[config.mk]
export PLATFORM = sky130hd
export DESIGN_NAME = seq_signed_div
export DESIGN_NICKNAME = d
export VERILOG_FILES = /design/src/rtl/seq_signed_div.sv
export SDC_FILE = /design/constraint.sdc
export NUM_CORES = 1
export LEC_CHECK = 0
export ABC_CLOCK_PERIOD_IN_PS = 2400
export CAP_MARGIN = 20
export CORE_MARGIN = 2
export CORE_UTILIZATION = 41
export CTS_CLUSTER_DIAMETER = 200
export DETAILED_ROUTE_END_ITERATION = 10
export PLACE_DENSITY = 0.68
export SYNTH_ARGS = -nofsm -noshare
export SYNTH_HDL_FRONTEND = slang
export SYNTH_SLANG_ARGS = --single-unit
[constraint.sdc]
create_clock -name clk -period 2.4 [get_ports clk]
set_input_delay 0.24 -clock clk [delete_from_list [all_inputs] [get_ports clk]]
set_output_delay 0.24 -clock clk [all_outputs]
set_load 0.1 [all_outputs]
[src/rtl/seq_signed_div.sv]
// seq_signed_div
//   Sequential signed divider. It divides a 2*width-bit signed dividend M by a
//   width-bit signed divisor B with unsigned restoring division, producing one
//   quotient bit per cycle, and then applies the signs. The quotient truncates
//   toward zero and the remainder takes the sign of the dividend.
//   The handshake matches the sequential Booth multiplier: en starts a run in
//   IDLE, and done pulses for one cycle when the result registers update.
// Ports
//   clk   : rising-edge clock
//   rst   : asynchronous active-high reset
//   en    : start request, level-sampled in IDLE only
//   M     : signed dividend (2*width bits)
//   B     : signed divisor (width bits)
//   busy  : high from the start edge until done falls
//   done  : one-cycle result-valid pulse
//   Q, R  : signed quotient / remainder, held until the next result
//   ovf   : quotient out of signed width-bit range (Q saturated, R=0)
//   div0  : divisor was zero (Q=-1, R=0)
module seq_signed_div #(
  parameter int width = 8
) (
  input  logic                      clk,
  input  logic                      rst,
  input  logic                      en,
  input  logic signed [2*width-1:0] M,
  input  logic signed [width-1:0]   B,
  output logic                      busy,
  output logic                      done,
  output logic signed [width-1:0]   Q,
  output logic signed [width-1:0]   R,
  output logic                      ovf,
  output logic                      div0
);

  localparam int DW = 2 * width;
  localparam int CW = $clog2(DW) + 1;
  localparam logic [CW-1:0]    LAST_ITER = CW'(DW - 1);
  // Largest quotient magnitudes that still fit: 2^(width-1) when negative,
  // 2^(width-1)-1 when positive.
  localparam logic [DW-1:0]    NEG_LIM   = DW'(1) << (width - 1);
  localparam logic [DW-1:0]    POS_LIM   = (DW'(1) << (width - 1)) - DW'(1);
  localparam logic [width-1:0] Q_MIN     = {1'b1, {(width-1){1'b0}}};
  localparam logic [width-1:0] Q_MAX     = {1'b0, {(width-1){1'b1}}};

  typedef enum logic [1:0] {
    IDLE = 2'd0,
    CALC = 2'd1,
    FIX  = 2'd2,
    DONE = 2'd3
  } state_t;

  // Two's-complement magnitude read as unsigned. The most-negative value maps
  // to 2^(n-1), which is exact in n unsigned bits, so nothing wraps.
  function automatic logic [DW-1:0] mag_dividend(input logic [DW-1:0] v);
    return v[DW-1] ? (~v + DW'(1)) : v;
  endfunction

  function automatic logic [width-1:0] mag_divisor(input logic [width-1:0] v);
    return v[width-1] ? (~v + width'(1)) : v;
  endfunction

  state_t           state_r;
  logic [CW-1:0]    cnt_r;
  logic [DW-1:0]    quo_r;     // |M| shifting out on top, quotient bits in at bottom
  logic [width-1:0] rem_r;     // partial remainder, always < |B| for B != 0
  logic [width-1:0] babs_r;
  logic             m_sign_r;
  logic             b_sign_r;

  logic [width:0]   rem_sh_s;
  logic [width:0]   diff_s;
  logic             ge_s;
  logic [width-1:0] rem_nxt_s;
  logic [DW-1:0]    quo_nxt_s;
  logic             neg_q_s;
  logic             ovf_lim_s;
  logic [width-1:0] q_fix_s;
  logic [width-1:0] r_fix_s;
  logic             ovf_fix_s;
  logic             div0_fix_s;

  // One restoring-division step: the borrow out of rem_sh - |B| decides the
  // quotient bit. rem_sh < 2^width whenever B != 0, so the borrow is exact.
  always_comb begin
    rem_sh_s  = {rem_r, quo_r[DW-1]};
    diff_s    = rem_sh_s - {1'b0, babs_r};
    ge_s      = ~diff_s[width];
    rem_nxt_s = ge_s ? diff_s[width-1:0] : rem_sh_s[width-1:0];
    quo_nxt_s = {quo_r[DW-2:0], ge_s};
  end

  // Sign application, saturation on overflow and the divide-by-zero override.
  always_comb begin
    neg_q_s    = m_sign_r ^ b_sign_r;
    ovf_lim_s  = neg_q_s ? (quo_r > NEG_LIM) : (quo_r > POS_LIM);
    q_fix_s    = '0;
    r_fix_s    = '0;
    ovf_fix_s  = 1'b0;
    div0_fix_s = 1'b0;
    if (babs_r == '0) begin
      div0_fix_s = 1'b1;
      q_fix_s    = '1;
    end else if (ovf_lim_s) begin
      ovf_fix_s  = 1'b1;
      q_fix_s    = neg_q_s ? Q_MIN : Q_MAX;
    end else begin
      q_fix_s    = neg_q_s ? (~quo_r[width-1:0] + width'(1)) : quo_r[width-1:0];
      r_fix_s    = m_sign_r ? (~rem_r + width'(1)) : rem_r;
    end
  end

  // Control FSM with datapath registers and registered outputs.
  always_ff @(posedge clk or posedge rst) begin
    if (rst) begin
      state_r  <= IDLE;
      cnt_r    <= '0;
      quo_r    <= '0;
      rem_r    <= '0;
      babs_r   <= '0;
      m_sign_r <= 1'b0;
      b_sign_r <= 1'b0;
      busy     <= 1'b0;
      done     <= 1'b0;
      Q        <= '0;
      R        <= '0;
      ovf      <= 1'b0;
      div0     <= 1'b0;
    end else begin
      case (state_r)
        IDLE: begin
          if (en) begin
            m_sign_r <= M[DW-1];
            b_sign_r <= B[width-1];
            quo_r    <= mag_dividend(M);
            babs_r   <= mag_divisor(B);
            rem_r    <= '0;
            cnt_r    <= '0;
            busy     <= 1'b1;
            state_r  <= CALC;
          end else begin
            state_r  <= IDLE;
          end
        end
        CALC: begin
          rem_r <= rem_nxt_s;
          quo_r <= quo_nxt_s;
          cnt_r <= cnt_r + CW'(1);
          if (cnt_r == LAST_ITER) begin
            state_r <= FIX;
          end else begin
            state_r <= CALC;
          end
        end
        FIX: begin
          Q       <= q_fix_s;
          R       <= r_fix_s;
          ovf     <= ovf_fix_s;
          div0    <= div0_fix_s;
          done    <= 1'b1;
          state_r <= DONE;
        end
        DONE: begin
          done    <= 1'b0;
          busy    <= 1'b0;
          state_r <= IDLE;
        end
        default: begin
          done    <= 1'b0;
          busy    <= 1'b0;
          state_r <= IDLE;
        end
      endcase
    end
  end

endmodule

==> metrics.txt <==
status finished, violations left; failing checks setup timing; clock slew at reported path FFs about 70 ps; ys async rst share 100.0%; VDD IR max 462.0 uV; later-pin clock latency in the skew report about 340 ps; initial antenna violation count 0; grt ovf 0; #FFs+latches synth 61; crit path time final 2413 ps; CTS tree done; Top FF cell, synth dfrtp_1; Tot GR Track Use 18.34%; Yosys warnings 0; I/O pin cnt 47; drt first pass iters 4; Synth cell types 53; Tcrit/Tclk final 100.5%; fillcell total slightly above 800; syn_area_per_cell 9.112 um^2; die height 97.82 um; vias in the first global route 2969; total power 6.368 mW; CORE AREA about 8600 um^2; Final Hold Viols 0; Worst Path Required 2600 ps; # nets final between 400 and 500; P&R area growth vs syn 24.24%; CP arrival 2610 ps; Final Setup Violations 3; Critical Path Sink Type flip-flop; switch share between 40% and 50%; CTS root buf clkbuf_8; Syn Nets 438; EDFF count, synth 0; HPWL Detailed just over 6000 um; hold crit path type in -> async; WL/cell 14.79 um; Routed WL 8400 um; Hold Buf Count CTS 0; Clock Sinks 61; combinational fraction of design power 56.3%; pin count of the biggest net entering global routing 41; routed vias/inst 5.364; first-pass GRT wire length 14170 um; area of the multi-input gates just under 2000 um^2; Diodes inserted 0; pre-CTS WS -50.74 ps; initial drt markers 84; DRC Markers 0; sequential power share 29.1%; Seq/Total Area, Yosys 42.30%; gp weighted congestion 0.8586; Cells after Synth 396; Crit Path Max Fanout 5; cell internal pwr 3.466 mW; max_slew headroom 49.47%; RSZ-0062 raised after global routing true; Worst Clk Skew 3.681 ps; cell row count 34; leakage 1.968 nW; CTS max path bufs 2; clock network fraction of design power between 10% and 20%; Final WS setup -12.75 ps; Power Dens Cells 1421 nW/um^2; Slew Viols, Final 0; PortBufs 46; Starting Density 41.78%; Crit Path Class reg -> reg; Num CTS Buffers 9; post-route ant nets 0; CTS H-tree lvls 3; Seq. cell area 1526 um^2; worst slew pin tran 757.9 ps; share of cells above drive strength 1 15.22%; synthesized area 3608 um^2; CP Launch Type flip-flop; via count a little over 3000; max_cap viols 0; Net Sw Power about 2.9 mW; die area between 9000 and 10000 um^2; Die X between 90 and 100 um; fmax 414.5 MHz
-- stage by stage --
step                      cells  utilization, %  cell area, um^2  hold WS, ps  TNS [ps]
after floorplan             396               -             3608        390.6         0
after global placement      548           48.77             4212        462.7         0
after detailed placement    548           48.77             4212        471.3    -169.1
after CTS                   564           51.28             4428        265.7         0
after global routing        568           51.91             4483        293.3    -716.9
final                       568           51.91             4483        257.2    -22.63
-- worst max-delay path, cell delays in order, from the launching register on --
cell	delay (ps)
dfrtp_1	420
ha_4	190
fa_2	390
and2b_1	230
o2111ai_2	160
a211o_1	380
o2111ai_4	190
mux2i_1	240
o21ai_1	70
-- cell usage in the layout, fill, tap and decap left out, types with 5 or more instances in the layout --
cell / n
dfrtp_1: 61
nand2_1: 52
o21ai_0: 39
buf_4: 38
nor2_1: 27
clkdlybuf4s50_1: 26
xor2_1: 23
inv_1: 19
a21oi_1: 14
xnor2_1: 13
ha_1: 13
nand3_1: 11
mux2i_1: 11
clkbuf_8: 11
a22oi_1: 9
o31ai_1: 8
o22a_1: 7
o21ai_1: 6
nor4_1: 5
nor2b_1: 5
nor3_1: 5
and3_1: 5
-- kinds of logic after synthesis --
| group | share of synthesized area (%) |
|---|---|
| compound gates | 19.04 |
| xor+xnor | 8.738 |
| fa+ha+maj | 5.409 |
| buf+inv | 4.057 |
| flops | 42.30 |
| mux | 3.051 |
| simple gates | 17.41 |
-- state kept, by name, indices dropped and copies added, names as in the netlist, 5 cells and up, named ones only --
register / cells
Q: 8
quo_r: 16
cnt_r: 5
R: 8
babs_r: 8
rem_r: 8
-- power by group through the flow --
stage / Combinational [mW] / Clock (mW) / Sequential, mW
floorplan: 2.26 / 0 / 2.15
global placement: 3.32 / 0 / 1.85
detailed placement: 3.40 / 0 / 1.86
CTS: 3.47 / 0.953 / 1.85
global route: 3.96 / 1.00 / 1.91
finish: 3.58 / 0.934 / 1.85
-- synth_stat cells (2+ instances only) --
master	count	area share [%]
a21o_1	4	0.83
a21oi_1	14	1.9
a22oi_1	9	1.9
a31oi_1	2	0.35
and3_1	5	0.87
buf_1	2	0.21
clkbuf_1	14	1.5
dfrtp_1	61	42
ha_1	14	4.9
inv_1	21	2.2
mux2i_1	11	3.1
nand2_1	52	5.4
nand2b_1	3	0.52
nand3_1	11	1.5
nand4_1	2	0.35
nor2_1	27	2.8
nor2b_1	5	0.87
nor3_1	5	0.69
nor3b_1	3	0.62
nor4_1	5	0.87
o21a_1	2	0.42
o21ai_0	43	6.0
o21ai_1	2	0.28
o22a_1	7	1.7
o22ai_1	2	0.35
o31ai_1	8	1.7
or3_1	2	0.35
xnor2_1	13	3.2
xor2_1	23	5.6
-- path summary, 6_finish.rpt --
check	cells after the start	endpoint	start	slack, ps
worst min-delay path	2	R[0]	rst	260
worst min register to register	2	R[0]	R[0]	480
min in group clk	2	R[0]	R[0]	480
worst max-delay path	8	rem_r[5]	babs_r[0]	-10
worst max register to register	8	rem_r[5]	babs_r[0]	-10
max in group asynchronous	3	quo_r[12]	rst	1550
-- per-layer routing --
metal / GRT usage [%] / vias to the layer above / share of wire, % / routed length, um
met5: 0 / - / 0 / 0
met2: 31.51 / 67 / 49 / 4130
met4: 7.372 / 0 / 1.9 / 156
met1: 22.95 / 1446 / 46 / 3828
li1: - / 1523 / - / -
met3: 3.293 / 11 / 3.4 / 284
-- cell type report --
type	instances	share of cell area, %
well taps	108	3.014
clock buffers	11	3.377
inverters	21	1.758
clock inverters	4	1.061
multi-input cells	298	44.13
flip-flops and latches	61	34.05
repair buffers	65	12.62
-- repair_timing --
| item | CTS | global route |
|---|---|---|
| endpoints found under the setup margin | 8 | 9 |
| pin swaps | 1 | 4 |
| gates cloned | 1 | 0 |
| resized for setup | 1 | 9 |
| setup buffers | 0 | 3 |
Power figures use the tool's default switching activity.
